<file path="src/rtl/approx_mult_pkg.sv">
// Shared types and default sizing for the approximate-multiplier product accumulator.
package approx_mult_pkg;

  localparam int DEF_ACC_W   = 24;
  localparam int DEF_MAX_LEN = 256;

  typedef enum logic [1:0] {
    ST_IDLE = 2'd0,
    ST_ACC  = 2'd1,
    ST_DONE = 2'd2
  } state_t;

endpackage

</file>
<file path="src/rtl/prod_accum_8x8_if.sv">
// Beat-in / result-out handshake bundle for prod_accum_8x8.
interface prod_accum_8x8_if
  import approx_mult_pkg::*;
#(
  parameter int ACC_W   = DEF_ACC_W,
  parameter int MAX_LEN = DEF_MAX_LEN
);
  localparam int CNT_W = $clog2(MAX_LEN) + 1;

  logic             in_valid;
  logic [15:0]      in_prod;
  logic             in_last;
  logic             in_ready;
  logic             out_valid;
  logic             out_ready;
  logic [ACC_W-1:0] out_sum;
  logic [CNT_W-1:0] out_cnt;
  logic             out_ovf;

  modport master (
    output in_valid, in_prod, in_last, out_ready,
    input  in_ready, out_valid, out_sum, out_cnt, out_ovf
  );

  modport slave (
    input  in_valid, in_prod, in_last, out_ready,
    output in_ready, out_valid, out_sum, out_cnt, out_ovf
  );

endinterface

</file>
<file path="src/rtl/prod_accum_8x8_sat_add.sv">
// Combinational accumulator adder; PROD_ACCUM_SAT_EN selects clamp-to-max with overflow
// flag, otherwise the sum wraps and the flag is held low.
module sat_add #(
  parameter int W = 24
) (
  input  logic [W-1:0] i_a,
  input  logic [W-1:0] i_b,
  output logic [W-1:0] o_sum,
  output logic         o_ovf
);

`ifdef PROD_ACCUM_SAT_EN
  logic [W:0] w_full;

  assign w_full = {1'b0, i_a} + {1'b0, i_b};
  assign o_sum  = w_full[W] ? '1 : w_full[W-1:0];
  assign o_ovf  = w_full[W];
`else
  assign o_sum  = i_a + i_b;
  assign o_ovf  = 1'b0;
`endif

endmodule

</file>
<file path="src/rtl/prod_accum_8x8.sv">
// Accumulates a vector of 16-bit multiplier products and hands out sum/count/overflow.
// Overflow handling is selected by PROD_ACCUM_SAT_EN (see sat_add).
module prod_accum_8x8
  import approx_mult_pkg::*;
#(
  parameter int ACC_W   = DEF_ACC_W,
  parameter int MAX_LEN = DEF_MAX_LEN
) (
  input  logic            clk,
  input  logic            rst,
  prod_accum_8x8_if.slave bus
);

  localparam int CNT_W = $clog2(MAX_LEN) + 1;

  state_t           r_state;
  logic [ACC_W-1:0] r_acc;
  logic [CNT_W-1:0] r_cnt;
  logic             r_ovf;
  logic [ACC_W-1:0] r_out_sum;
  logic [CNT_W-1:0] r_out_cnt;
  logic             r_out_ovf;
  logic             r_out_valid;

  logic             w_in_ready;
  logic             w_take;
  logic             w_first;
  logic             w_close;
  logic             w_add_ovf;
  logic             w_ovf_next;
  logic [ACC_W-1:0] w_base;
  logic [ACC_W-1:0] w_prod;
  logic [ACC_W-1:0] w_sum;
  logic [CNT_W-1:0] w_cnt_next;

  assign w_in_ready = (r_state != ST_DONE);
  assign w_take     = bus.in_valid && w_in_ready;
  assign w_first    = (r_state == ST_IDLE);

  // The first beat of a vector adds onto zero, so load and accumulate share one adder.
  assign w_base     = w_first ? '0 : r_acc;
  assign w_prod     = ACC_W'(bus.in_prod);
  assign w_cnt_next = w_first ? CNT_W'(1) : r_cnt + CNT_W'(1);
  assign w_ovf_next = (!w_first && r_ovf) || w_add_ovf;
  assign w_close    = bus.in_last || (w_cnt_next == CNT_W'(MAX_LEN));

  sat_add #(.W(ACC_W)) u_sat_add (
    .i_a   (w_base),
    .i_b   (w_prod),
    .o_sum (w_sum),
    .o_ovf (w_add_ovf)
  );

  always_ff @(posedge clk or posedge rst) begin
    if (rst) begin
      r_state     <= ST_IDLE;
      r_acc       <= '0;
      r_cnt       <= '0;
      r_ovf       <= 1'b0;
      r_out_sum   <= '0;
      r_out_cnt   <= '0;
      r_out_ovf   <= 1'b0;
      r_out_valid <= 1'b0;
    end else begin
      case (r_state)
        ST_IDLE, ST_ACC: begin
          if (w_take) begin
            r_acc <= w_sum;
            r_cnt <= w_cnt_next;
            r_ovf <= w_ovf_next;
            if (w_close) begin
              r_out_sum   <= w_sum;
              r_out_cnt   <= w_cnt_next;
              r_out_ovf   <= w_ovf_next;
              r_out_valid <= 1'b1;
              r_state     <= ST_DONE;
            end else begin
              r_state <= ST_ACC;
            end
          end
        end
        ST_DONE: begin
          if (bus.out_ready) begin
            r_out_valid <= 1'b0;
            r_state     <= ST_IDLE;
          end
        end
        default: r_state <= ST_IDLE;
      endcase
    end
  end

  assign bus.in_ready  = w_in_ready;
  assign bus.out_valid = r_out_valid;
  assign bus.out_sum   = r_out_sum;
  assign bus.out_cnt   = r_out_cnt;
  assign bus.out_ovf   = r_out_ovf;

endmodule

</file>
<file path="src/flat_wrapper.sv">
// flat-port wrapper written by rule: the top's interface ports become plain ports
module prod_accum_8x8_flat import approx_mult_pkg::*;
#(
  parameter int ACC_W   = DEF_ACC_W,
  parameter int MAX_LEN = DEF_MAX_LEN
)
  (clk, rst, bus_in_valid, bus_in_prod, bus_in_last, bus_out_ready, bus_in_ready, bus_out_valid, bus_out_sum, bus_out_cnt, bus_out_ovf);
  prod_accum_8x8_if #(.ACC_W(ACC_W), .MAX_LEN(MAX_LEN)) bus_i ();
  input  logic clk;
  input  logic rst;
  input wire logic [$bits(bus_i.in_valid)-1:0] bus_in_valid;
  input wire logic [$bits(bus_i.in_prod)-1:0] bus_in_prod;
  input wire logic [$bits(bus_i.in_last)-1:0] bus_in_last;
  input wire logic [$bits(bus_i.out_ready)-1:0] bus_out_ready;
  output wire logic [$bits(bus_i.in_ready)-1:0] bus_in_ready;
  output wire logic [$bits(bus_i.out_valid)-1:0] bus_out_valid;
  output wire logic [$bits(bus_i.out_sum)-1:0] bus_out_sum;
  output wire logic [$bits(bus_i.out_cnt)-1:0] bus_out_cnt;
  output wire logic [$bits(bus_i.out_ovf)-1:0] bus_out_ovf;
  assign bus_i.in_valid = bus_in_valid;
  assign bus_i.in_prod = bus_in_prod;
  assign bus_i.in_last = bus_in_last;
  assign bus_i.out_ready = bus_out_ready;
  assign bus_in_ready = bus_i.in_ready;
  assign bus_out_valid = bus_i.out_valid;
  assign bus_out_sum = bus_i.out_sum;
  assign bus_out_cnt = bus_i.out_cnt;
  assign bus_out_ovf = bus_i.out_ovf;
  prod_accum_8x8 #(.ACC_W(ACC_W), .MAX_LEN(MAX_LEN)) u_core (.clk(clk), .rst(rst), .bus(bus_i));
endmodule
</file>
<file path="config.mk">
export PLATFORM = sky130hd
export DESIGN_NAME = prod_accum_8x8_flat
export DESIGN_NICKNAME = d
export VERILOG_FILES = /design/src/rtl/approx_mult_pkg.sv /design/src/rtl/prod_accum_8x8_if.sv /design/src/rtl/prod_accum_8x8_sat_add.sv /design/src/rtl/prod_accum_8x8.sv /design/src/flat_wrapper.sv
export SDC_FILE = /design/constraint.sdc
export NUM_CORES = 1
export LEC_CHECK = 0
export ABC_AREA = 1
export CAP_MARGIN = 20
export CORE_MARGIN = 2
export CORE_UTILIZATION = 28
export DETAILED_ROUTE_END_ITERATION = 10
export PLACE_DENSITY = 0.57
export SLEW_MARGIN = 20
export SYNTH_ARGS = -nofsm -noshare
export SYNTH_HDL_FRONTEND = slang
export SYNTH_SLANG_ARGS = --single-unit
</file>
<file path="constraint.sdc">
create_clock -name clk -period 4.22 [get_ports clk]
set_clock_uncertainty 0.15 [all_clocks]
set_input_delay 1.055 -clock clk [delete_from_list [all_inputs] [get_ports clk]]
set_output_delay 1.055 -clock clk [all_outputs]
set_load 0.005 [all_outputs]
</file>
==> summary.txt, run 1 <==
Finish
  – Layout cells sized above 1: 0.0575
  – Fillers: 1671
  – Area grow syn2layout: 23.7%
  – # diodes: 0
  – Commonest cells after routing, fill and taps aside: nand2_1, dfrtp_1, inv_1
  – Leading cell type in the layout, fill and taps excluded: nand2_1
  – NumNets Final: 713

Clock tree
  – Clk sinks: 71
  – Clock latency on the worst-skew pair: 0.35 ns
  – CTS Buf Count: 9
  – Clk buf depth: 2
  – CTS tree: done
  – Hold buffer count at cts: 0
  – Setup Buffers After CTS: 0
  – Clock Pin Slew Worst Setup and Hold Paths: 0.06 ns
  – PostCTS Resize Cnt: 0
  – Htree depth: 3
  – Root buffer cell: clkbuf_16

Route
  – Vias per cell: 4.40
  – Antenna Nets Post-Route: 0
  – Post-DR wirelength/cell: 12.8 microns
  – Vias: 3910
  – DR pass1 iterations: 4
  – Detailed-route DRC error count: 0
  – Final wirelength: 11400 microns
  – Initial DRC Count: 243

Critical path
  – Worst setup path class: flop to flop
  – Critical Path Sink Type: flop
  – CP arrival: 3.33 ns
  – Slowest cell on crit path: nor2_2
  – Crit-path max cell delay: 0.59 ns
  – CP cell instances: nor2_2, buf_4, nor2_1, ha_1, nand2_1, inv_1, nand2_1, nor3_1, nand4_1, nand3_1, nand2_1, nand2_1, nand2_1, nand2_1
  – Crit path buf inv count: 2
  – Max FO, Critical Path: 15
  – Startpoint types: flop
  – Most frequent CP cell: nand2_1
  – CP delay by family, top: simple AND/OR/NAND/NOR gates
  – CP required: 4.35 ns

Synthesis
  – Seq/Total Area, Yosys: 0.403
  – Synthesized area: 4410 sq um
  – Average size of a mapped cell: 7.12 sq um
  – Ys async rst share: 1.00
  – Distinct cell type count after synthesis: 34
  – Number of synthesized register bits: 71
  – Post-synth EDFFs: 0
  – Cells after Synth: 620
  – Number of warnings issued by yosys: 0
  – Synth Flop Type: dfrtp_1
  – Post-synth net total: 659

Power and ir drop
  – Portion of total power attributed to combinational logic: 0.390
  – Clock share of power: 0.271
  – Pwr Total: 2.87 mW
  – Power density cells: 525 nW/um^2
  – Leak: 2.75 nW
  – Seq pwr share: 0.338
  – Maximum VDD drop: 0.217 mV
  – Switching fraction of total power: 0.368
  – Int Pwr: 1.81 mW
  – Net Sw Power: 1.05 mW

Placed design
  – Final Wtd Congestion: 0.948
  – Port buffer count: 56
  – Pre-CTS setup slack: 0.870 ns
  – DP Wirelength: 8350 microns

Die
  – Initial Util: 0.288
  – Die H: 130 microns
  – Standard-cell rows: 45
  – I/O Pins: 57
  – Core Box Area: 15300 sq um
  – Die span in x: 130 microns
  – Total die area: 16800 sq um

Global routing
  – First-pass GRT wire length: 19100 microns
  – Total global routing overflow: 0
  – Initial antenna violation count: 0
  – Vias in the first global route: 3792
  – Total GRT Usage: 0.147
  – GR Layer Usage met1: 0.195
  – Grt peak-use layer: met2
  – Routing usage on met3: 0.0248
  – Met2 GRT Util: 0.237
  – Maximum number of pins on one net before global-route repair: 72

STA
  – Worst slew margin: 0.374
  – Maximum clock frequency: 0.313 GHz
  – RSZ-0062 raised after global routing: no
  – Final worst path period need: 3.20 ns
  – Final slew viol count: 0
  – Final Cycle Share: 0.757
  – Final setup margin: 1.02 ns
  – Final setup fails: 0
  – Setup_tns: 0 ns
  – Worst-Margin Slew: 0.939 ns
  – Final Hold Vio Count: 0

Run
  – Max-Cap Viols: 0

Hold path
  – HP Class: flop to flop

Run status
  – Status: finished, final reports clean
synthesized netlist by cell type, types with 2 or more instances:
cell type / count / area [sq um]
nor3_1: 7 / 35.0
inv_2: 2 / 7.51
nand4_1: 6 / 37.5
o21bai_1: 2 / 15.0
nand2_1: 236 / 886
o21ai_1: 2 / 10.0
a31oi_1: 2 / 12.5
inv_1: 69 / 259
xor2_1: 9 / 78.8
nand3_1: 45 / 225
clkbuf_1: 10 / 37.5
ha_1: 17 / 213
nor2_1: 53 / 199
nand2_2: 4 / 25.0
nor2_4: 2 / 22.5
a21oi_1: 18 / 90.1
o21ai_0: 29 / 145
nand2_8: 2 / 40.0
xnor2_1: 6 / 52.6
dfrtp_1: 71 / 1780
nand3b_1: 9 / 67.6
nor2_2: 5 / 31.3
buf_6: 3 / 33.8
registers in the layout, summed over array words and instances, names as in the netlist:
name and count:
u_core.bus.out_valid 1, u_core.r_state 2, u_core.r_ovf 1, u_core.r_cnt 9, u_core.bus.out_sum 24, u_core.r_acc 24, u_core.bus.out_cnt 9, u_core.bus.out_ovf 1
worst reg2reg max path: cells and delay by family (launching register included):
kind                       cells  cell delay [ns]
adders and majority gates      1             0.36
and+or+nand+nor               11             1.77
DFF                            1             0.44
buffers and inverters          2             0.40
worst paths after layout:
kind	from	to	slack, ns	cells past startpoint
worst max-delay path	u_core.r_state[1]	u_core.bus.out_sum[23]	1.02	14
worst min-delay path	u_core.bus.out_cnt[3]	u_core.bus.out_cnt[3]	0.32	2
worst max register to register	u_core.r_state[1]	u_core.bus.out_sum[23]	1.02	14
worst min register to register	u_core.bus.out_cnt[3]	u_core.bus.out_cnt[3]	0.32	2
max in group asynchronous	rst	u_core.bus.out_sum[23]	2.15	3
min in group asynchronous	rst	u_core.bus.out_sum[1]	1.17	3
per-stage QoR:
| step | hold slack, ns | utilization | cell area, sq um | instances |
|---|---|---|---|---|
| floorplan | 0.299 | - | 4410 | 620 |
| global placement | 0.305 | 0.337 | 5160 | 874 |
| detailed placement | 0.310 | 0.337 | 5160 | 874 |
| CTS | 0.324 | 0.356 | 5460 | 889 |
| global route | 0.345 | 0.356 | 5460 | 889 |
| finish | 0.318 | 0.356 | 5460 | 889 |
metal layers:
layer  up-vias  share of wire
met5         -              0
met4         0          0.018
met3        14          0.034
met2        64           0.46
met1      1774           0.49
li1       2058              -
logic make-up after synthesis:
logic type      synth area share
simple gates               0.362
buf+inv                   0.0854
flops                      0.403
compound gates            0.0669
fa+ha+maj                 0.0528
xor+xnor                  0.0298
power by group through the flow:
stage / clock network, mW / logic (mW) / registers (mW)
detailed placement: 0 / 1.13 / 0.984
finish: 0.778 / 1.12 / 0.970
CTS: 0.802 / 1.13 / 0.972
floorplan: 0 / 0.721 / 0.965
global route: 0.831 / 1.27 / 0.996
global placement: 0 / 1.13 / 0.981
layout make-up:
| cell class | count | area [sq um] | area share |
|---|---|---|---|
| Clock inverter | 5 | 58.8 | 0.0108 |
| Sequential cell | 71 | 1780 | 0.326 |
| Timing Repair Buffer | 60 | 591 | 0.108 |
| Inverter | 72 | 270 | 0.0495 |
| Multi-Input combinational cell | 460 | 2260 | 0.414 |
| Tap cell | 211 | 264 | 0.0484 |
| Clock buffer | 10 | 239 | 0.0438 |
Power figures use the tool's default switching activity.
==> run 2, diff against run 1 <==
Settings changed: PLACE_DENSITY 0.57 to 0.59.
Clock period 4.22 ns to 2.6 ns, I/O delays scaled along.
==> run 2 against run 1 <==
  * Hold slack lost 0.0035 ns
  * Register-to-register slack lost 0.93 ns
  * Combinational power grew 91%
  * Largest cell class unchanged
==> summary.txt, run 2 (synthesis gave the netlist of run 1 again) <==
Die
  – Standard-cell rows: 45 (unchanged)
  – Total die area: 16800 sq um (unchanged)
  – I/O Pins: 57 (unchanged)
  – Die span in x: 130 microns (unchanged)
  – Initial Util: 0.288 (unchanged)
  – Core Box Area: 15300 sq um (unchanged)
  – Die H: 130 microns (unchanged)

Clock tree
  – Hold buffer count at cts: 0 (unchanged)
  – CTS Buf Count: 9 (unchanged)
  – Clock latency on the worst-skew pair: 0.34 ns (about the same)
  – Htree depth: 3 (unchanged)
  – Clk buf depth: 2 (unchanged)
  – Clk sinks: 71 (unchanged)
  – Root buffer cell: clkbuf_16
  – CTS tree: done
  – Clock Pin Slew Worst Setup and Hold Paths: 0.06 ns (about the same)

STA
  – RSZ-0062 raised after global routing: yes
  – Worst-Margin Slew: 0.394 ns (-0.545 ns)
  – Final setup fails: 0 (unchanged)
  – Final Hold Vio Count: 0 (unchanged)
  – Final worst path period need: 2.50 ns (-0.691 ns)
  – Hold_ws: 0.315 ns (-0.00353 ns)
  – Final setup margin: 0.0953 ns (-0.929 ns)
  – Maximum clock frequency: 0.399 GHz (+28%)
  – Worst slew margin: 0.737 (+0.363)
  – Final Cycle Share: 0.963 (+0.206)
  – Final slew viol count: 0 (unchanged)

Global routing
  – Maximum number of pins on one net before global-route repair: 72 (unchanged)
  – Initial antenna violation count: 0 (unchanged)
  – First-pass GRT wire length: 19000 microns (-0.79%)
  – Total GRT Usage: 0.145 (-0.00233)
  – Vias in the first global route: 3943 (+4.0%)
  – Total global routing overflow: 0 (unchanged)

Finish
  – Register Area: 1780 sq um (unchanged)
  – Final Instance Area: 5850 sq um (+7.3%)
  – Layout cells sized above 1: 0.140 (+0.0821)
  – Fillers: 1629 (-2.5%)
  – Area grow syn2layout: 32.7%
  – Multi-input logic area: 2350 sq um (+4.3%)
  – NumNets Final: 750 (+5.2%)
  – # diodes: 0 (unchanged)
  – Commonest cells after routing, fill and taps aside: nand2_1, dfrtp_1, inv_1
  – Leading cell type in the layout, fill and taps excluded: nand2_1

Critical path
  – CP required: 2.73 ns (-1.62 ns)
  – Crit-path max cell delay: 0.42 ns (-0.17 ns)
  – Worst setup startpoint: u_core.r_state[0]
  – Critical Path Sink Type: flop
  – Slowest cell on crit path: dfrtp_1
  – CP arrival: 2.64 ns (-0.69 ns)
  – Crit path buf inv count: 2 (unchanged)
  – Max FO, Critical Path: 13 (-2)
  – Worst setup path class: flop to flop
  – Most frequent CP cell: nand2_1
  – RR Startpoint: u_core.r_state[0]
  – CP cell instances: nor2_4, buf_12, nor2_1, ha_1, nand2_2, buf_4, nor3_1, nand4_1, nand3_1, nand2_1, nand2_1, nand2_1, nand2_1
  – Startpoint types: flop
  – CP delay by family, top: simple AND/OR/NAND/NOR gates

Power and ir drop
  – Power density cells: 844 nW/um^2 (+61%)
  – Leak: 2.95 nW (+7.3%)
  – Pwr Total: 4.94 mW (+72%)
  – Maximum VDD drop: 0.346 mV (+60%)

Route
  – DR pass1 iterations: 4 (unchanged)
  – Vias: 4031 (+3.1%)
  – Initial DRC Count: 220 (-9.5%)
  – Detailed-route DRC error count: 0 (unchanged)
  – Final wirelength: 11400 microns (about the same)
  – Antenna Nets Post-Route: 0 (unchanged)
  – Vias per cell: 4.35 (-1.1%)
  – Post-DR wirelength/cell: 12.3 microns (-4.1%)

Placed design
  – Final Wtd Congestion: 0.894 (-5.7%)
  – Pre-CTS setup slack: -0.241 ns (-1.11 ns)
  – DP Wirelength: 8570 microns (+2.6%)
  – Placed Area: 5450 sq um (+5.6%)
  – Port buffer count: 56 (unchanged)

Run
  – Max-Cap Viols: 0 (unchanged)

Hold path
  – Min-delay src: u_core.bus.out_cnt[4]
  – HP Class: flop to flop

Run status
  – Status: finished, final reports clean
==> run 2: changes by cell type in the layout (fill, tap and decap cells not counted), moves of 5 or more <==
cell,previous run,this run
nand2_2,4,15
a21oi_2,0,5
buf_4,4,38
a21oi_1,18,13
nand2_1,236,225
==> run 2: final timing paths <==
kind / endpoint / slack, ns / cells past startpoint
worst max-delay path: u_core.bus.out_sum[23] / 0.1 / 13
worst min-delay path: u_core.bus.out_cnt[4] / 0.31 / 2
worst max register to register: u_core.bus.out_sum[23] / 0.1 / 13
worst min register to register: u_core.bus.out_cnt[4] / 0.31 / 2
max in group asynchronous: u_core.bus.out_sum[22] / 1.42 / 3
min in group asynchronous: u_core.bus.out_sum[0] / 0.55 / 3
==> run 2: power by group <==
part / leakage (nW) / total (mW) / switching, mW / internal (mW)
clock network: 0.136 / 1.22 / 0.480 / 0.743
registers: 0.920 / 1.58 / 0.172 / 1.40
logic: 1.89 / 2.14 / 1.13 / 1.01
total: 2.95 / 4.94 / 1.78 / 3.16
==> run 2: what timing repair did <==
| action | 4_1_cts | 5_1_grt |
|---|---|---|
| setup buffers | 0 | 3 |
| resized for setup | 0 | 24 |
| hold endpoints to repair | 0 | 0 |
| endpoints found under the setup margin | 0 | 33 |
==> run 2: cell type report <==
| cell class | instances | share of cell area |
|---|---|---|
| Clock buffer | 11 | 0.0398 |
| Clock inverter | 5 | 0.0100 |
| Inverter | 72 | 0.0462 |
| Multi-Input combinational cell | 460 | 0.402 |
| Sequential cell | 71 | 0.303 |
| Tap cell | 211 | 0.0451 |
| Timing Repair Buffer | 97 | 0.153 |
==> run 2: routing by layer <==
| layer | global-route usage | vias to the layer above | wire length (microns) |
|---|---|---|---|
| li1 | - | 2133 | - |
| met1 | 0.193 | 1806 | 5660 |
| met2 | 0.232 | 75 | 5070 |
| met3 | 0.0351 | 17 | 440 |
| met4 | 0.0481 | 0 | 195 |
| met5 | 0 | - | 0 |
==> run 2: worst register-to-register path: stages, from the launching register on <==
cell,delay (ns)
dfrtp_1,0.42
nor2_4,0.21
buf_12,0.17
nor2_1,0.05
ha_1,0.34
nand2_2,0.10
buf_4,0.15
nor3_1,0.30
nand4_1,0.18
nand3_1,0.11
nand2_1,0.05
nand2_1,0.07
nand2_1,0.07
nand2_1,0.07
==> run 2: metrics by stage <==
stage               TNS (ns)  utilization  cells
CTS                        0        0.375    924
floorplan                  0            -    620
detailed placement     -5.15        0.356    908
finish                     0        0.382    927
global route          -0.493        0.382    927
global placement       -4.91        0.356    908
